`config.mk`:
```
export PLATFORM = sky130hd
export DESIGN_NAME = control_flat
export DESIGN_NICKNAME = d
export VERILOG_FILES = /design/src/rtl/mips_pkg.sv /design/src/rtl/control_if.sv /design/src/rtl/control_decode.sv /design/src/rtl/control.sv /design/src/flat_wrapper.sv
export SDC_FILE = /design/constraint.sdc
export NUM_CORES = 1
export LEC_CHECK = 0
export BUFFER_PORTS_ARGS = -buffer_cell sky130_fd_sc_hd__buf_2
export CORE_MARGIN = 3
export CORE_UTILIZATION = 47
export DETAILED_ROUTE_END_ITERATION = 16
export PLACE_DENSITY_LB_ADDON = 0.05
export SLEW_MARGIN = 20
export SYNTH_ARGS = -nofsm -noshare
export SYNTH_HDL_FRONTEND = slang
export SYNTH_SLANG_ARGS = --single-unit
```
`constraint.sdc`:
```
create_clock -name clk -period 0.8 [get_ports clk]
set_clock_uncertainty 0.05 [all_clocks]
set_input_delay 0.08 -clock clk [delete_from_list [all_inputs] [get_ports clk]]
set_output_delay 0.08 -clock clk [all_outputs]
set_load 0.05 [all_outputs]
```
`src/rtl/mips_pkg.sv`:
```
// Opcode, funct and ALU-operation encodings shared by the MIPS control path.
// Also defines the control-vector struct carried between decoder and output register.
package mips_pkg;

    typedef enum logic [5:0] {
        ALU_NOP   = 6'd0,
        ALU_ADD   = 6'd1,
        ALU_ADDU  = 6'd2,
        ALU_SUB   = 6'd3,
        ALU_SUBU  = 6'd4,
        ALU_AND   = 6'd5,
        ALU_OR    = 6'd6,
        ALU_XOR   = 6'd7,
        ALU_NOR   = 6'd8,
        ALU_SLT   = 6'd9,
        ALU_SLTU  = 6'd10,
        ALU_SLL   = 6'd11,
        ALU_SRL   = 6'd12,
        ALU_SRA   = 6'd13,
        ALU_LUI   = 6'd14,
        ALU_SUBNE = 6'd15
    } alu_op_e;

    localparam logic [5:0] OP_RTYPE = 6'b000000;
    localparam logic [5:0] OP_J     = 6'b000010;
    localparam logic [5:0] OP_JAL   = 6'b000011;
    localparam logic [5:0] OP_BEQ   = 6'b000100;
    localparam logic [5:0] OP_BNE   = 6'b000101;
    localparam logic [5:0] OP_ADDI  = 6'b001000;
    localparam logic [5:0] OP_ADDIU = 6'b001001;
    localparam logic [5:0] OP_SLTI  = 6'b001010;
    localparam logic [5:0] OP_SLTIU = 6'b001011;
    localparam logic [5:0] OP_ANDI  = 6'b001100;
    localparam logic [5:0] OP_ORI   = 6'b001101;
    localparam logic [5:0] OP_XORI  = 6'b001110;
    localparam logic [5:0] OP_LUI   = 6'b001111;
    localparam logic [5:0] OP_LW    = 6'b100011;
    localparam logic [5:0] OP_SW    = 6'b101011;

    localparam logic [5:0] FN_SLL  = 6'b000000;
    localparam logic [5:0] FN_SRL  = 6'b000010;
    localparam logic [5:0] FN_SRA  = 6'b000011;
    localparam logic [5:0] FN_SLLV = 6'b000100;
    localparam logic [5:0] FN_SRLV = 6'b000110;
    localparam logic [5:0] FN_SRAV = 6'b000111;
    localparam logic [5:0] FN_JR   = 6'b001000;
    localparam logic [5:0] FN_ADD  = 6'b100000;
    localparam logic [5:0] FN_ADDU = 6'b100001;
    localparam logic [5:0] FN_SUB  = 6'b100010;
    localparam logic [5:0] FN_SUBU = 6'b100011;
    localparam logic [5:0] FN_AND  = 6'b100100;
    localparam logic [5:0] FN_OR   = 6'b100101;
    localparam logic [5:0] FN_XOR  = 6'b100110;
    localparam logic [5:0] FN_NOR  = 6'b100111;
    localparam logic [5:0] FN_SLT  = 6'b101010;
    localparam logic [5:0] FN_SLTU = 6'b101011;

    typedef struct packed {
        logic    dst_reg;
        logic    alu_src_b;
        logic    reg_write;
        logic    mem_to_reg;
        logic    mem_write;
        logic    jump;
        logic    branch;
        logic    shamt_flag;
        logic    jump_reg;
        alu_op_e alu_op;
    } ctrl_t;

endpackage

```
`src/rtl/control_if.sv`:
```
// Instruction-field / control-strobe bundle between the datapath (master) and control (slave).
// IllegalOp exists only when CONTROL_ILLEGAL_OP_EN is defined.
interface control_if;
    logic [5:0] Opcode;
    logic [5:0] funct;
    logic       DstReg;
    logic       ALUSrcB;
    logic       RegWrite;
    logic       MemtoReg;
    logic       MemWrite;
    logic       Jump;
    logic       Branch;
    logic       shamtFlag;
    logic       JumpReg;
    logic [5:0] ALUOp;
`ifdef CONTROL_ILLEGAL_OP_EN
    logic       IllegalOp;
`endif

    modport master (
`ifdef CONTROL_ILLEGAL_OP_EN
        input  IllegalOp,
`endif
        output Opcode, funct,
        input  DstReg, ALUSrcB, RegWrite, MemtoReg, MemWrite,
        input  Jump, Branch, shamtFlag, JumpReg, ALUOp
    );

    modport slave (
`ifdef CONTROL_ILLEGAL_OP_EN
        output IllegalOp,
`endif
        input  Opcode, funct,
        output DstReg, ALUSrcB, RegWrite, MemtoReg, MemWrite,
        output Jump, Branch, shamtFlag, JumpReg, ALUOp
    );
endinterface

```
`src/rtl/control_decode.sv`:
```
// Purely combinational Opcode/funct -> control vector decoder.
// Illegal-encoding flag output present only under CONTROL_ILLEGAL_OP_EN.
module control_decode
    import mips_pkg::*;
(
    input  logic [5:0] opcode_i,
    input  logic [5:0] funct_i,
`ifdef CONTROL_ILLEGAL_OP_EN
    output logic       illegal_o,
`endif
    output ctrl_t      ctrl_o
);

    logic illegal_s;

    // Main decode; anything unrecognised collapses to the all-zero vector.
    always_comb begin
        ctrl_o    = '0;
        illegal_s = 1'b0;
        case (opcode_i)
            OP_RTYPE: begin
                ctrl_o.dst_reg   = 1'b1;
                ctrl_o.reg_write = 1'b1;
                case (funct_i)
                    FN_ADD:  ctrl_o.alu_op = ALU_ADD;
                    FN_ADDU: ctrl_o.alu_op = ALU_ADDU;
                    FN_SUB:  ctrl_o.alu_op = ALU_SUB;
                    FN_SUBU: ctrl_o.alu_op = ALU_SUBU;
                    FN_AND:  ctrl_o.alu_op = ALU_AND;
                    FN_OR:   ctrl_o.alu_op = ALU_OR;
                    FN_XOR:  ctrl_o.alu_op = ALU_XOR;
                    FN_NOR:  ctrl_o.alu_op = ALU_NOR;
                    FN_SLT:  ctrl_o.alu_op = ALU_SLT;
                    FN_SLTU: ctrl_o.alu_op = ALU_SLTU;
                    FN_SLL:  begin ctrl_o.alu_op = ALU_SLL; ctrl_o.shamt_flag = 1'b1; end
                    FN_SRL:  begin ctrl_o.alu_op = ALU_SRL; ctrl_o.shamt_flag = 1'b1; end
                    FN_SRA:  begin ctrl_o.alu_op = ALU_SRA; ctrl_o.shamt_flag = 1'b1; end
                    FN_SLLV: ctrl_o.alu_op = ALU_SLL;
                    FN_SRLV: ctrl_o.alu_op = ALU_SRL;
                    FN_SRAV: ctrl_o.alu_op = ALU_SRA;
                    FN_JR: begin
                        ctrl_o.dst_reg   = 1'b0;
                        ctrl_o.reg_write = 1'b0;
                        ctrl_o.jump_reg  = 1'b1;
                    end
                    default: begin
                        ctrl_o    = '0;
                        illegal_s = 1'b1;
                    end
                endcase
            end
            OP_ADDI:  begin ctrl_o.alu_src_b = 1'b1; ctrl_o.reg_write = 1'b1; ctrl_o.alu_op = ALU_ADD;  end
            OP_ADDIU: begin ctrl_o.alu_src_b = 1'b1; ctrl_o.reg_write = 1'b1; ctrl_o.alu_op = ALU_ADDU; end
            OP_ANDI:  begin ctrl_o.alu_src_b = 1'b1; ctrl_o.reg_write = 1'b1; ctrl_o.alu_op = ALU_AND;  end
            OP_ORI:   begin ctrl_o.alu_src_b = 1'b1; ctrl_o.reg_write = 1'b1; ctrl_o.alu_op = ALU_OR;   end
            OP_XORI:  begin ctrl_o.alu_src_b = 1'b1; ctrl_o.reg_write = 1'b1; ctrl_o.alu_op = ALU_XOR;  end
            OP_LUI:   begin ctrl_o.alu_src_b = 1'b1; ctrl_o.reg_write = 1'b1; ctrl_o.alu_op = ALU_LUI;  end
            OP_SLTI:  begin ctrl_o.alu_src_b = 1'b1; ctrl_o.reg_write = 1'b1; ctrl_o.alu_op = ALU_SLT;  end
            OP_SLTIU: begin ctrl_o.alu_src_b = 1'b1; ctrl_o.reg_write = 1'b1; ctrl_o.alu_op = ALU_SLTU; end
            OP_LW: begin
                ctrl_o.alu_src_b  = 1'b1;
                ctrl_o.reg_write  = 1'b1;
                ctrl_o.mem_to_reg = 1'b1;
                ctrl_o.alu_op     = ALU_ADD;
            end
            OP_SW: begin
                ctrl_o.alu_src_b = 1'b1;
                ctrl_o.mem_write = 1'b1;
                ctrl_o.alu_op    = ALU_ADD;
            end
            OP_BEQ: begin ctrl_o.branch = 1'b1; ctrl_o.alu_op = ALU_SUB;   end
            OP_BNE: begin ctrl_o.branch = 1'b1; ctrl_o.alu_op = ALU_SUBNE; end
            OP_J:   ctrl_o.jump = 1'b1;
            // jal writes $31; the datapath forces that destination from Jump&RegWrite.
            OP_JAL: begin ctrl_o.jump = 1'b1; ctrl_o.reg_write = 1'b1; end
            default: illegal_s = 1'b1;
        endcase
    end

`ifdef CONTROL_ILLEGAL_OP_EN
    assign illegal_o = illegal_s;
`else
    logic unused_s;
    assign unused_s = illegal_s;
`endif

endmodule

```
`src/rtl/control.sv`:
```
// MIPS main control: combinational decode followed by an async-reset output register.
// Define CONTROL_ILLEGAL_OP_EN to add the registered IllegalOp output.
module control
    import mips_pkg::*;
(
    input  logic clk,
    input  logic rst,
    control_if.slave bus
);

    ctrl_t ctrl_d;
    ctrl_t ctrl_q;

`ifdef CONTROL_ILLEGAL_OP_EN
    logic illegal_d;
    logic illegal_q;
`endif

    control_decode u_decode (
        .opcode_i  (bus.Opcode),
        .funct_i   (bus.funct),
`ifdef CONTROL_ILLEGAL_OP_EN
        .illegal_o (illegal_d),
`endif
        .ctrl_o    (ctrl_d)
    );

    // Output register; reset clears every strobe (ALUOp becomes ALU_NOP).
    always_ff @(posedge clk or posedge rst) begin
        if (rst) begin
            ctrl_q <= '0;
        end else begin
            ctrl_q <= ctrl_d;
        end
    end

`ifdef CONTROL_ILLEGAL_OP_EN
    // Illegal-encoding flag, registered in step with the strobes.
    always_ff @(posedge clk or posedge rst) begin
        if (rst) begin
            illegal_q <= 1'b0;
        end else begin
            illegal_q <= illegal_d;
        end
    end

    assign bus.IllegalOp = illegal_q;
`endif

    assign bus.DstReg    = ctrl_q.dst_reg;
    assign bus.ALUSrcB   = ctrl_q.alu_src_b;
    assign bus.RegWrite  = ctrl_q.reg_write;
    assign bus.MemtoReg  = ctrl_q.mem_to_reg;
    assign bus.MemWrite  = ctrl_q.mem_write;
    assign bus.Jump      = ctrl_q.jump;
    assign bus.Branch    = ctrl_q.branch;
    assign bus.shamtFlag = ctrl_q.shamt_flag;
    assign bus.JumpReg   = ctrl_q.jump_reg;
    assign bus.ALUOp     = ctrl_q.alu_op;

endmodule

```
`src/flat_wrapper.sv`:
```
// flat-port wrapper written by rule: the top's interface ports become plain ports
module control_flat import mips_pkg::*;
  (clk, rst, bus_Opcode, bus_funct, bus_DstReg, bus_ALUSrcB, bus_RegWrite, bus_MemtoReg, bus_MemWrite, bus_Jump, bus_Branch, bus_shamtFlag, bus_JumpReg, bus_ALUOp);
  control_if bus_i ();
  input  logic clk;
  input  logic rst;
  input wire logic [$bits(bus_i.Opcode)-1:0] bus_Opcode;
  input wire logic [$bits(bus_i.funct)-1:0] bus_funct;
  output wire logic [$bits(bus_i.DstReg)-1:0] bus_DstReg;
  output wire logic [$bits(bus_i.ALUSrcB)-1:0] bus_ALUSrcB;
  output wire logic [$bits(bus_i.RegWrite)-1:0] bus_RegWrite;
  output wire logic [$bits(bus_i.MemtoReg)-1:0] bus_MemtoReg;
  output wire logic [$bits(bus_i.MemWrite)-1:0] bus_MemWrite;
  output wire logic [$bits(bus_i.Jump)-1:0] bus_Jump;
  output wire logic [$bits(bus_i.Branch)-1:0] bus_Branch;
  output wire logic [$bits(bus_i.shamtFlag)-1:0] bus_shamtFlag;
  output wire logic [$bits(bus_i.JumpReg)-1:0] bus_JumpReg;
  output wire logic [$bits(bus_i.ALUOp)-1:0] bus_ALUOp;
  assign bus_i.Opcode = bus_Opcode;
  assign bus_i.funct = bus_funct;
  assign bus_DstReg = bus_i.DstReg;
  assign bus_ALUSrcB = bus_i.ALUSrcB;
  assign bus_RegWrite = bus_i.RegWrite;
  assign bus_MemtoReg = bus_i.MemtoReg;
  assign bus_MemWrite = bus_i.MemWrite;
  assign bus_Jump = bus_i.Jump;
  assign bus_Branch = bus_i.Branch;
  assign bus_shamtFlag = bus_i.shamtFlag;
  assign bus_JumpReg = bus_i.JumpReg;
  assign bus_ALUOp = bus_i.ALUOp;
  control u_core (.clk(clk), .rst(rst), .bus(bus_i));
endmodule
```
# Word level (Yosys, flattened, before mapping)
# Cells that the tools add are included.
[classes]
reduce_logical = 12
n_mux = 13
eq_ne = 30
[op_table]
columns = ["op", "count"]
rows = [
  ["$eq 6x6->1 const B", 12],
  ["$pmux 6 s11", 1],
  ["$eq 6x4->1 const B", 9],
  ["$pmux 4 s13", 1],
  ["$eq 6x3->1 const B", 5],
  ["$eq 6x2->1 const B", 4],
  ["$reduce_or 10->1", 2],
  ["$reduce_or 16->1", 1],
  ["$logic_not 6->1", 2],
  ["$reduce_or 2->1", 5],
  ["$mux 1", 9],
  ["$reduce_or 3->1", 2],
  ["$mux 2", 1],
  ["$pmux 1 s2", 1],
]
[word_totals]
inputBits = 14
word_cells = 65
ff_bits = 15
output_inout_bits = 15

# Longest topological paths before layout
# Gate-level depths: netlist (run 1).
[logic_depth]
depth_word = 4
mapped_depth = 5
depth_no_buf = 4

# Hierarchy
# From an unflattened synthesis (run 1), not the netlist that was laid out.
[unflattened]
cells_unflattened = 80
hier_area_um2 = 802.0
[modules_own_cells]
columns = ["mod", "n_inst", "cells_per_inst", "seq_area_each_um2", "area_each_um2"]
rows = [
  ["control_decode", 1, 64, 0.0, 422.9],
  ["control", 1, 16, 375.4, 379.1],
]

# Worst setup path before layout (run 1)
# No wires, ideal clock.
[synth_path]
path_kind = "input to register"
startpoint = "in bus_Opcode[2]"
endpoint = "reg u_core.ctrl_q, in the netlist u_core.bus.ALUOp[2]"
required_time_ps = 676
path_stages = 4
path_buffers = 1
setup_slack_ps = -233
t_arrival_ps = 909
setup_time_ps = 74
path_cell_list = "clkbuf_1 -> nand4b_4 -> a2111o_1 -> o21ai_2"
[synth_rtl]
columns = ["item", "line", "rtl"]
rows = [
  ["start, declared", "flat_wrapper.sv:7", "input wire logic [$bits(bus_i.Opcode)-1:0] bus_Opcode;"],
  ["end signal, assigned", "control.sv:33", "ctrl_q <= ctrl_d;"],
  ["end, declared", "control.sv:12", "ctrl_t ctrl_q;"],
]

# Worst setup path in the final report (run 1)
[layout_path]
startpoint = "reg u_core.ctrl_q, in the netlist u_core.bus.ALUOp[2]"
endpoint = "out bus_ALUOp[2]"
[layout_rtl]
columns = ["item", "line", "rtl"]
rows = [
  ["end, declared", "flat_wrapper.sv:18", "output wire logic [$bits(bus_i.ALUOp)-1:0] bus_ALUOp;"],
]
# No word-level cell between the ends.

==> run summary, run 1 <==
The run finished, with violations left. The checks that failed: negative setup slack. At the placement stage, the worst setup path has a slack of -0.2764 ns. The cell area after technology mapping is 790.8 um2.

Of the cells placed in the final design, the portion with a size suffix greater than 1 is about half. In the synthesized netlist, the cells that appear most often are sky130_fd_sc_hd__dfrtp_1 (13), sky130_fd_sc_hd__a21oi_1 (8), sky130_fd_sc_hd__buf_2 (5), sky130_fd_sc_hd__o21ai_0 (5), sky130_fd_sc_hd__inv_1 (4). Excluding fillers, the count of instances in the completed layout stands at ~140. The required time of the critical path is 0.67 ns. The reported max-cap violation count came out at 0. The core area is 0.001541 mm2. The cell sitting at the root of the clock tree is a sky130_fd_sc_hd__clkbuf_4.

STA classifies the critical path startpoint as a flip-flop. The number of distinct library cells after synthesis is 34. The share of the synthesized area in the top cell type came out at 41.14%. The floorplan step set the die width to between 40 and 50 um. The initial core utilization is between 50 and 60%. The routed wire length per instance came out at 13.53 um. The clock slew at the register clock pins of the worst setup and hold paths came out at 0.08 ns. Setup repair after global routing could not meet its margin everywhere.

The cell count after placement came out at 138. Grouping stages by cell kind, the critical path spends the most delay in flip-flops. In this run the mean area of a mapped cell was 9.414 um2.

STA classifies the critical path endpoint as a primary output. The number of hold violations in the final report is 0. The total clock buffers created by CTS is 3.

The number of antenna repair diodes came out at 0. Setup violations remaining at the end of the flow were counted as 13. The maximum number of pins on one net before global-route repair is 14.

The total power per unit cell area is 1276 mW/mm2. The area enclosed by the die boundary came out at 0.002210 mm2. At the end of routability-driven placement, the weighted congestion stood at approximately 0.8. Along the worst path, the maximum fanout reaches 1. The sum of routed wire length over all layers is between 1.5 and 2 mm. The violation count after the first detailed-routing iteration came out at 7. Counting flops with an async set or reset pin after synthesis yields a share of 100.0%. The number of antenna violations at the first check in global routing is 0.

The number of iterations in the first detailed-routing pass came out at 4. Traced cell by cell, the critical path runs through buf_6. The kind of path behind the tightest hold check is in2reg. The HPWL after detailed placement is about 1.4 mm. The total buffers and inverters traversed by the critical path is 1.

The top-level I/O count is 29. The period utilization came out at 119.3%. The total count of max-transition violations in the final report came out at 0. The post-detailed-route via-to-cell ratio is between 5 and 6. The post-route minimum period came out at ~0.95 ns.

Data arrives at the worst endpoint at 0.82 ns. For this run, the register share of the synthesized area comes to between 40% and 50%. The area after detailed placement came out at ~0.0010 mm2. The synthesis-stage register bit count is 13. The final instance area is 0.001189 mm2. The slack of the critical path came out at -0.1543 ns. The global route total overflow is 0.

The via count of the first global-routing pass came out at ~710. The CTS tree is done. The register with the most flip-flops in the layout has 4 of them. The number of buffers on the longest clock path is 2.

Counting flops with a built-in enable in the synthesized netlist gives 0. The leakage power of the design came out at roughly 0.59 nW. In the synthesized netlist the dominant register cell turns out to be sky130_fd_sc_hd__dfrtp_1. The global-route wire length before repair came out at between 3 and 4 mm. The die height came out at between 40 and 50 um. The cell type contributing the most total cell area after synthesis is sky130_fd_sc_hd__dfrtp_1. The number of routed nets with antenna violations is 0.

Static timing analysis puts the maximum clock frequency at 1048 MHz. Summed over all failing endpoints, the final setup total negative slack is -1.692 ns. The cell count after synthesis came out at 84. VDD sags by at most between 600 and 700 uV. The final layout contains 142 nets. The overall global routing resource usage is between 10% and 20%. The area overhead of the layout relative to synthesis is 50.32%. The largest individual stage delay along the critical path comes from the cell sky130_fd_sc_hd__dfrtp_1. The delay contributed by the slowest stage of the critical path came out at 0.40 ns.

Ranked by total cell area, the synthesized netlist is headed by sky130_fd_sc_hd__dfrtp_1 (41%), sky130_fd_sc_hd__a21oi_1 (5.1%), sky130_fd_sc_hd__nor2_4 (4.3%). The yosys synthesis warning count is 0. The number of clock sinks is 13.

For this run, design rule violations remaining after detail routing come to 0. The floorplan row count came out at 14. The most common cell in the synthesized netlist is sky130_fd_sc_hd__dfrtp_1. Input and output buffers added on the ports amount to 26. The H-tree level count is 1. The routed layout has just under 800 vias. The critical path is of the reg2out type.
## stage by stage
step / hold WS [ns] / util, % / total power [mW]
after global placement: 0.02102 / 67.86 / 1.087
after detailed placement: 0.02848 / 67.86 / 1.094
final: 0.07195 / 77.11 / 1.516
after global routing: 0.07947 / 77.11 / 1.604
after CTS: 0.07222 / 75.49 / 1.516
after floorplan: -0.09304 / - / 0.9641
## final timing paths
| kind | endpoint | from | cells after the start |
|---|---|---|---|
| min in group asynchronous | u_core.bus.Branch | rst | 4 |
| worst min-delay path | u_core.bus.Jump | bus_Opcode[2] | 2 |
| worst max-delay path | bus_ALUOp[2] | u_core.bus.ALUOp[2] | 1 |
| max in group asynchronous | u_core.bus.JumpReg | rst | 4 |
## timing repair
item,in CTS,in global routing
cloned,0,0
hold endpoints to repair,13,0
pin swaps,0,1
endpoints found under the setup margin,13,17
resized for setup,26,4
setup buffers,0,0
hold buffers,1,0
## cell usage in the layout (no fill, tap or decap), types with 2 or more instances in the layout
| cell | netlist | layout |
|---|---|---|
| sky130_fd_sc_hd__nand3_1 | 3 | 3 |
| sky130_fd_sc_hd__nor3_1 | 3 | 2 |
| sky130_fd_sc_hd__nor2_1 | 3 | 3 |
| sky130_fd_sc_hd__and3_2 | 2 | 2 |
| sky130_fd_sc_hd__dfrtp_1 | 13 | 13 |
| sky130_fd_sc_hd__nand2b_1 | 3 | 3 |
| sky130_fd_sc_hd__buf_6 | 0 | 13 |
| sky130_fd_sc_hd__clkbuf_4 | 0 | 3 |
| sky130_fd_sc_hd__o21ai_0 | 5 | 5 |
| sky130_fd_sc_hd__inv_1 | 4 | 3 |
| sky130_fd_sc_hd__nand2_1 | 3 | 3 |
| sky130_fd_sc_hd__a22o_1 | 2 | 2 |
| sky130_fd_sc_hd__conb_1 | 1 | 2 |
| sky130_fd_sc_hd__o22ai_1 | 2 | 2 |
| sky130_fd_sc_hd__nor2_4 | 3 | 3 |
| sky130_fd_sc_hd__nor2b_1 | 2 | 2 |
| sky130_fd_sc_hd__buf_4 | 3 | 20 |
| sky130_fd_sc_hd__a21oi_1 | 8 | 8 |
| sky130_fd_sc_hd__buf_2 | 5 | 13 |
| sky130_fd_sc_hd__nand4b_1 | 2 | 2 |
## per-layer routing
layer	part of all wire (%)	wire, um	track usage [%]	vias to the layer above
met3	6.6	127	3.831	4
met1	43	831	24.83	353
met4	1.7	33	8.287	0
li1	-	-	-	388
met5	0	0	0	-
met2	49	943	33.60	24
## layout make-up
cell class | instances | area [um2]
Tap cell | 16 | 20.02
Multi-Input combinational cell | 59 | 427.9
Inverter | 4 | 17.52
Timing Repair Buffer | 47 | 371.6
Sequential cell | 13 | 325.3
Clock buffer | 4 | 26.28
Fill cell | 116 | 352.8
## logic make-up (layout without fill, tap and decap cells)
group,after synthesis,count (layout),share of synthesized area (%)
flip-flops,13,13,41.14
XOR/XNOR,1,1,1.108
AO/OA/AOI/OAI,27,27,22.63
AND/OR/NAND/NOR,29,29,26.26
buffers and inverters,13,55,8.384
other,1,2,0.4742
## where the power goes
| part | leakage (nW) | total (mW) | internal [mW] | switching, mW |
|---|---|---|---|---|
| logic | 0.393 | 0.442 | 0.185 | 0.257 |
| clock network | 0.0150 | 0.394 | 0.193 | 0.201 |
| registers | 0.179 | 0.680 | 0.672 | 0.00785 |
| total | 0.586 | 1.52 | 1.05 | 0.466 |
(Power assumes the default switching activity.)
==> run 2: changes to the inputs <==
Settings changed: SETUP_SLACK_MARGIN from default to 0.05.
==> run 2 against run 1 <==
The flow still finishes with violations (negative setup slack). Largest power group unchanged. Final cell count up 0.70%. Clock power up 2%. Via count up 0.78%. Maximum frequency down 1.2%. Highest routed layer is now met3. Worst hold slack worse by 0.033 ns. Total power up 2.5%. Sequential share of layout area down 1.1 points. Design area up 4.2%. Sequential power about the same.
==> run summary, run 2 (synthesis results as in run 1) <==
The flow ran to the end, but the final reports show violations. The checks that failed: negative setup slack. The post-detailed-route via-to-cell ratio is 5.382. Derived from the worst setup path, the maximum achievable clock frequency is a little over 1000 MHz. After layout, the worst path uses 120.8% of the clock period.

Dividing total power by cell area gives a power density of 1254 mW/mm2. The signal on the critical path passes through buf_6. Leaving out fill and tap cells, the most frequent cell in the layout is sky130_fd_sc_hd__buf_4. The clock slew at the register clock pins of the worst setup and hold paths came out at 0.08 ns. STA classifies the critical path startpoint as a flip-flop.

CTS built an H-tree with a depth of 1. The top-level I/O count came out at 29. The number of iterations in the first detailed-routing pass came out at 4.

Summed over all nets, the switching power comes to 0.4814 mW. The area overhead of the layout relative to synthesis is 56.65%. The worst setup path is captured at a primary output.

The final layout contains routed wiring with a total length of around 2 mm. The total count of max-transition violations in the final report is 0. The die height came out at 47.02 um. Routability-driven placement finished with a final weighted congestion of 0.7869. The endpoint arrival time on the critical path came out at 0.84 ns.

The share of total power in combinational logic is 30.5%. Entering global routing, the biggest net connects 14 pins. The leakage power of the design came out at 0.6037 nW.

The number of antenna violations at the first check in global routing is 0. The worst setup timing slack at the placement stage came out at -0.2479 ns. The violation count after the first detailed-routing iteration came out at 17. The number of vias after detailed routing is about 780.

Summed over all failing endpoints, the final setup total negative slack is -1.714 ns. The worst hold slack after final layout is 0.03895 ns. The number of buffers on the longest clock path came out at 2.

The slowest stage of the critical path belongs to the cell sky130_fd_sc_hd__dfrtp_1. The overall global routing resource usage is 18.24%. Summing internal, switching and leakage power gives 1.554 mW.

TritonCTS built the clock tree. The library cells used most frequently in the layout, excluding fill and tap cells, are sky130_fd_sc_hd__buf_4 (21), sky130_fd_sc_hd__buf_6 (17), sky130_fd_sc_hd__dfrtp_1 (13). The post-route minimum period came out at slightly below 1 ns. The required time of the critical path came out at 0.67 ns. The largest single stage delay on the critical path is around 0.40 ns. The worst hold path was traced through 2 stages. The number of routed nets with antenna violations came out at 0. The number of clock sinks is 13. The via count of the first global-routing pass came out at just over 700. The count of unresolved DRC violations after routing is 0. The core area is 0.001541 mm2.

The net switching fraction of the power is 30.98%. Setup repair after global routing could not meet its margin everywhere. The clock share of power is 25.7%. The worst IR drop on VDD is slightly below 700 uV. The post-layout net count came out at 143. The total buffers and inverters traversed by the critical path is 1.

The area enclosed by the die boundary came out at 0.002210 mm2. The register with the most flip-flops in the layout has 4 of them. The half-perimeter wire length after detailed placement came out at approximately 1.4 mm. After detailed placement, the design holds a cell count of between 100 and 150. After filler insertion, the fill cell instance count of the layout stands at about 110. The final setup violation count is 13. Row generation in the floorplan step produced 14 rows. The min-delay analysis places its worst path in the category in2reg. In this run the tool buffered the top-level ports with 26 buffer cells. The logic depth of the worst setup path including buffers came out at 1. The width of the chip is 47.02 um.

The critical path launch point is u_core.bus.ALUOp[2]. The initial utilization of the core area, before any placement, comes to 51.30%. 0 antenna diodes ended up in the layout.

The startpoint identified for the worst hold timing path is bus_Opcode[3]. The worst setup path is of the reg2out kind. The post-route netlist has about half of its cells at a drive strength greater than 1. The number of hold violations in the final report is 0.

The reported max-cap violation count came out at 0. The global-route wire length before repair came out at between 2 and 3 mm. Registers are responsible for between 40% and 50% of the overall power. Of all nets on the critical path, the largest fanout is 1. The global route total overflow came out at 0. Clock tree synthesis selected as its root buffer the cell sky130_fd_sc_hd__clkbuf_4.

Counting the buffers created by CTS gives 3. In this design, the largest share of critical-path delay is due to flip-flops. The internal power is ~1.1 mW.

The slack of the critical path came out at -0.1661 ns. The routed wire length per instance is approximately 14 um. The filler-free cell count of the finished design came out at 144.
run 2: power groups by stage:
stage / registers (mW) / logic (mW) / clock network [mW]
after floorplan: 0.749 / 0.221 / 0
after global placement: 0.689 / 0.399 / 0
after detailed placement: 0.690 / 0.406 / 0
after CTS: 0.681 / 0.432 / 0.408
after global routing: 0.682 / 0.507 / 0.444
final: 0.681 / 0.473 / 0.400
run 2: through the flow:
step           cell area, um2  util (%)
2_1_floorplan           849.6         -
3_3_place_gp             1046     67.86
3_5_place_dp             1046     67.86
4_1_cts                  1170     75.89
5_1_grt                  1239     80.36
6_report                 1239     80.36
run 2: worst paths after layout:
check	to	slack, ns
worst min-delay path	u_core.bus.Jump	0.04
min in group asynchronous	u_core.bus.RegWrite	0.28
worst max-delay path	bus_ALUOp[2]	-0.17
max in group asynchronous	u_core.bus.Jump	0.26
run 2: routing by layer:
metal / vias up / global-route usage [%] / routed length (um)
met1: 364 / 21.99 / 880
met4: 0 / 8.287 / 0
met2: 20 / 31.17 / 979
li1: 391 / - / -
met5: - / 0 / 0
met3: 0 / 3.448 / 86
run 2: repair_timing:
item                                   4_1_cts  5_1_grt
hold buffers                                 1        0
endpoints found under the hold margin       13        0
setup buffers                                0        1
gates cloned                                 0        0
setup endpoints to repair                   14       17
pin swaps                                    0        3
gates resized for setup                     27       19
run 2: layout make-up:
type                            instances  area, um2  area share [%]
Multi-Input combinational cell         59      440.4           35.56
Timing Repair Buffer                   48      409.1           33.03
Sequential cell                        13      325.3           26.26
Clock buffer                            4      26.28           2.121
Tap cell                               16      20.02           1.616
Inverter                                4      17.52           1.414
==> run 3: changes to the inputs <==
Settings changed: ABC_AREA from default to 1, CORE_UTILIZATION 47 to 48.
==> run 3 against run 2 <==
The run ends with negative hold slack, negative setup slack left. Combinational power decreased by 7.6%. Critical path depth unchanged. Wire length increased by 12%.
==> run summary, run 3 <==
The total power per unit cell area is 1187 mW/mm2. The share of the synthesized area in the top cell type came out at 39.39%. The signal on the critical path passes through buf_6. The final setup violation count came out at 13. Row generation in the floorplan step produced 14 rows.

The tightest min-delay check is of the in2async type. The count of buffers added on input and output ports is 26. The via count of the first global-routing pass came to roughly 740. The internal power came out at 1.031 mW.

The synthesized design spends more area on one cell type than any other, namely sky130_fd_sc_hd__dfrtp_1. The die height is between 40 and 50 um. In this design, the stage delay of the slowest critical-path cell is 0.39 ns. The path type of the worst setup path is reg2out.

Cells with a size suffix above 1 make up 43.45% of the layout. Synthesis produced a netlist whose cell count is 121. The relative contribution of sequential cells to total power came out at 45.1%. The count of nets left with antenna violations once routing finished came out at 0. The async set-reset flop share out of synthesis is 100.0%. The cell area after technology mapping is approximately 830 um2. The area enclosed by the die boundary is around 0.0023 mm2. The H-tree level count is 1. Grouping stages by cell kind, the critical path spends the most delay in flip-flops. The required time of the critical path is 0.67 ns. The number of iterations in the first detailed-routing pass is 4. The net switching fraction of the power came out at approximately 32%. The global route total overflow came out at 0. The analysis attributes to net switching a power of 0.4862 mW.

The width of the chip came out at 47.48 um. The routed wire length per instance is around 12 um. The core area is approximately 0.0016 mm2. The leakage power of the design came out at 0.7450 nW. The slack of the critical path came out at -0.1529 ns. The final total power came out at 1.517 mW. The setup TNS is -1.786 ns. The global placement routability congestion came out at 0.8948.

The total count of max-transition violations in the final report is 0. The number of hold violations in the final report is 13. The post-detailed-route via-to-cell ratio is 5.217.

In this run the clock root is driven by a sky130_fd_sc_hd__clkbuf_4. The number of vias after detailed routing is 960. STA classifies the critical path endpoint as a primary output.

Clock tree synthesis found a total of 13 sinks. After clock tree synthesis, the clock-pin slew on the worst setup and hold paths is around 0.08 ns. The endpoint arrival time on the critical path came out at 0.82 ns. The final reports fail on negative hold slack, negative setup slack. The clock share of power came out at 26.1%. Combinational logic is responsible for 28.8% of the overall power.

The logic depth of the worst setup path including buffers is 1. The total clock buffers created by CTS came out at 3. The synthesis-stage register bit count is 13.

The flip-flop count of the largest register, all copies and words added came out at 4. The number of antenna violations at the first check in global routing is 0. Entering global routing, the biggest net connects 14 pins. Leaving out fill and tap cells, the most frequent cell in the layout is sky130_fd_sc_hd__nand2_1. The sum of routed wire length over all layers came out at 2.187 mm. The most common cell in the synthesized netlist is sky130_fd_sc_hd__nand2_1.

Static timing analysis puts the maximum clock frequency at 1049 MHz. Final hold analysis gives a worst-case slack of -0.2566 ns. The total buffers and inverters traversed by the critical path is 1. The flow ran to the end, but the final reports show violations. The number of distinct library cells after synthesis is 20. The number of antenna repair diodes is 0. The synthesized design contains 0 enable-type register cells. In this run the worst path has a maximum fanout of 1.

The half-perimeter wire length after detailed placement came out at around 1.5 mm. Summing all placed instances gives a cell area of 0.001085 mm2. The period utilization came out at 119.1%. The capture point of the critical path is bus_ALUOp[1]. The top-level I/O count came out at 29.

The cell at the slowest stage of the critical path is sky130_fd_sc_hd__dfrtp_1. Counting along the longest clock path gives a buffer depth of 2. In the layout the commonest cells are sky130_fd_sc_hd__nand2_1 (26), sky130_fd_sc_hd__buf_4 (19), sky130_fd_sc_hd__nand3_1 (17). The worst IR drop on VDD came out at around 600 uV.

Once the floorplan was initialized, standard cells occupied 52.97% of the core. In the synthesized netlist, the cells that appear most often are sky130_fd_sc_hd__nand2_1 (27), sky130_fd_sc_hd__nor2_1 (19), sky130_fd_sc_hd__nand3_1 (18). The average size of a mapped cell is 6.825 um2. The global-route wire length before repair is 3.070 mm. The post-synthesis sequential area ratio came out at 39.39%. The critical path launch point is u_core.bus.ALUOp[1].

Ranked by total cell area, the synthesized netlist is headed by sky130_fd_sc_hd__dfrtp_1 (39%), sky130_fd_sc_hd__nand2_1 (12%), sky130_fd_sc_hd__nand3_1 (11%). Among all flip-flop cells after synthesis, the most frequent one is sky130_fd_sc_hd__dfrtp_1. With fillers left out, the area of the finished cells amounts to 0.001277 mm2. Setup repair after global routing could not meet its margin everywhere.

After detailed routing, the number of remaining DRC violations is 0. The yosys synthesis warning count is 0. The CTS tree is done. Compared with the post-synthesis result, the final layout area differs by 54.70%.

The startpoint kind of the worst setup timing path is a flip-flop. The overall global routing resource usage is 19.32%. Across the run, the number of max-cap violations was 0. The post-layout net count is 183. The post-route minimum period came out at 0.9529 ns. The violation count after the first detailed-routing iteration came out at 26.
-- run 3: cell count changes in the layout (fill, tap and decap cells not counted), sizes merged, moves of 2 or more --
cell,delta
clkbuf,-2
nor2,+21
nand4,+2
nor4b,-2
a22o,-2
and3,-2
nand2b,-3
nand3,+16
o22ai,-2
nand4b,-3
nand2,+25
inv,+13
a21oi,-6
-- run 3: how the worst min path moves through the flow --
stage | to | cells past startpoint | slack, ns
2_1_floorplan | u_core.bus.ALUOp[0] | 1 | -0.09
3_3_place_gp | u_core.bus.MemtoReg | 2 | 0.05
3_5_place_dp | u_core.bus.MemWrite | 2 | 0.05
4_1_cts | u_core.bus.ALUOp[3] | 2 | -0.23
5_1_grt | u_core.bus.ALUOp[3] | 2 | -0.20
6_report | u_core.bus.RegWrite | 2 | -0.26
-- run 3: final cells by class --
cell class | count | area [um2]
Clock buffer | 4 | 26.28
Fill cell | 93 | 281.5
Tap cell | 16 | 20.02
Timing Repair Buffer | 44 | 365.4
Inverter | 17 | 66.31
Multi-Input combinational cell | 90 | 474.2
Sequential cell | 13 | 325.3
-- run 3: logic make-up after synthesis --
group,synth area share [%]
flip-flops,39.39
AO/OA/AOI/OAI,5.151
AND/OR/NAND/NOR,45.46
buffers and inverters,9.546
other,0.4541
-- run 3: per-layer routing --
layer	up-vias	wire, um	GRT usage [%]
met2	49	1035	31.28
li1	474	-	-
met1	431	918	25.87
met5	-	0	0
met4	0	64	9.945
met3	6	169	1.128
-- run 3: metrics by stage --
step | utilization, % | worst slack [ns] | std cells | hold WS, ns
2_1_floorplan | - | 0.04315 | 122 | -0.09304
3_3_place_gp | 69.58 | -0.1889 | 178 | 0.04706
3_5_place_dp | 69.58 | -0.1845 | 178 | 0.05198
4_1_cts | 76.48 | -0.1317 | 182 | -0.2301
5_1_grt | 81.94 | -0.1674 | 184 | -0.2028
6_report | 81.94 | -0.1529 | 184 | -0.2566
-- run 3: power groups by stage --
stage	Combinational, mW	Sequential (mW)	Clock (mW)
floorplan	0.163	0.760	0
global placement	0.362	0.691	0
detailed placement	0.368	0.692	0
CTS	0.391	0.684	0.377
global route	0.473	0.686	0.422
finish	0.437	0.684	0.396
-- run 3: repair_timing --
item,in CTS,in global routing
setup endpoints to repair,13,17
setup buffers,0,2
endpoints found under the hold margin,13,13
gates resized for setup,26,20
pin swaps,0,6
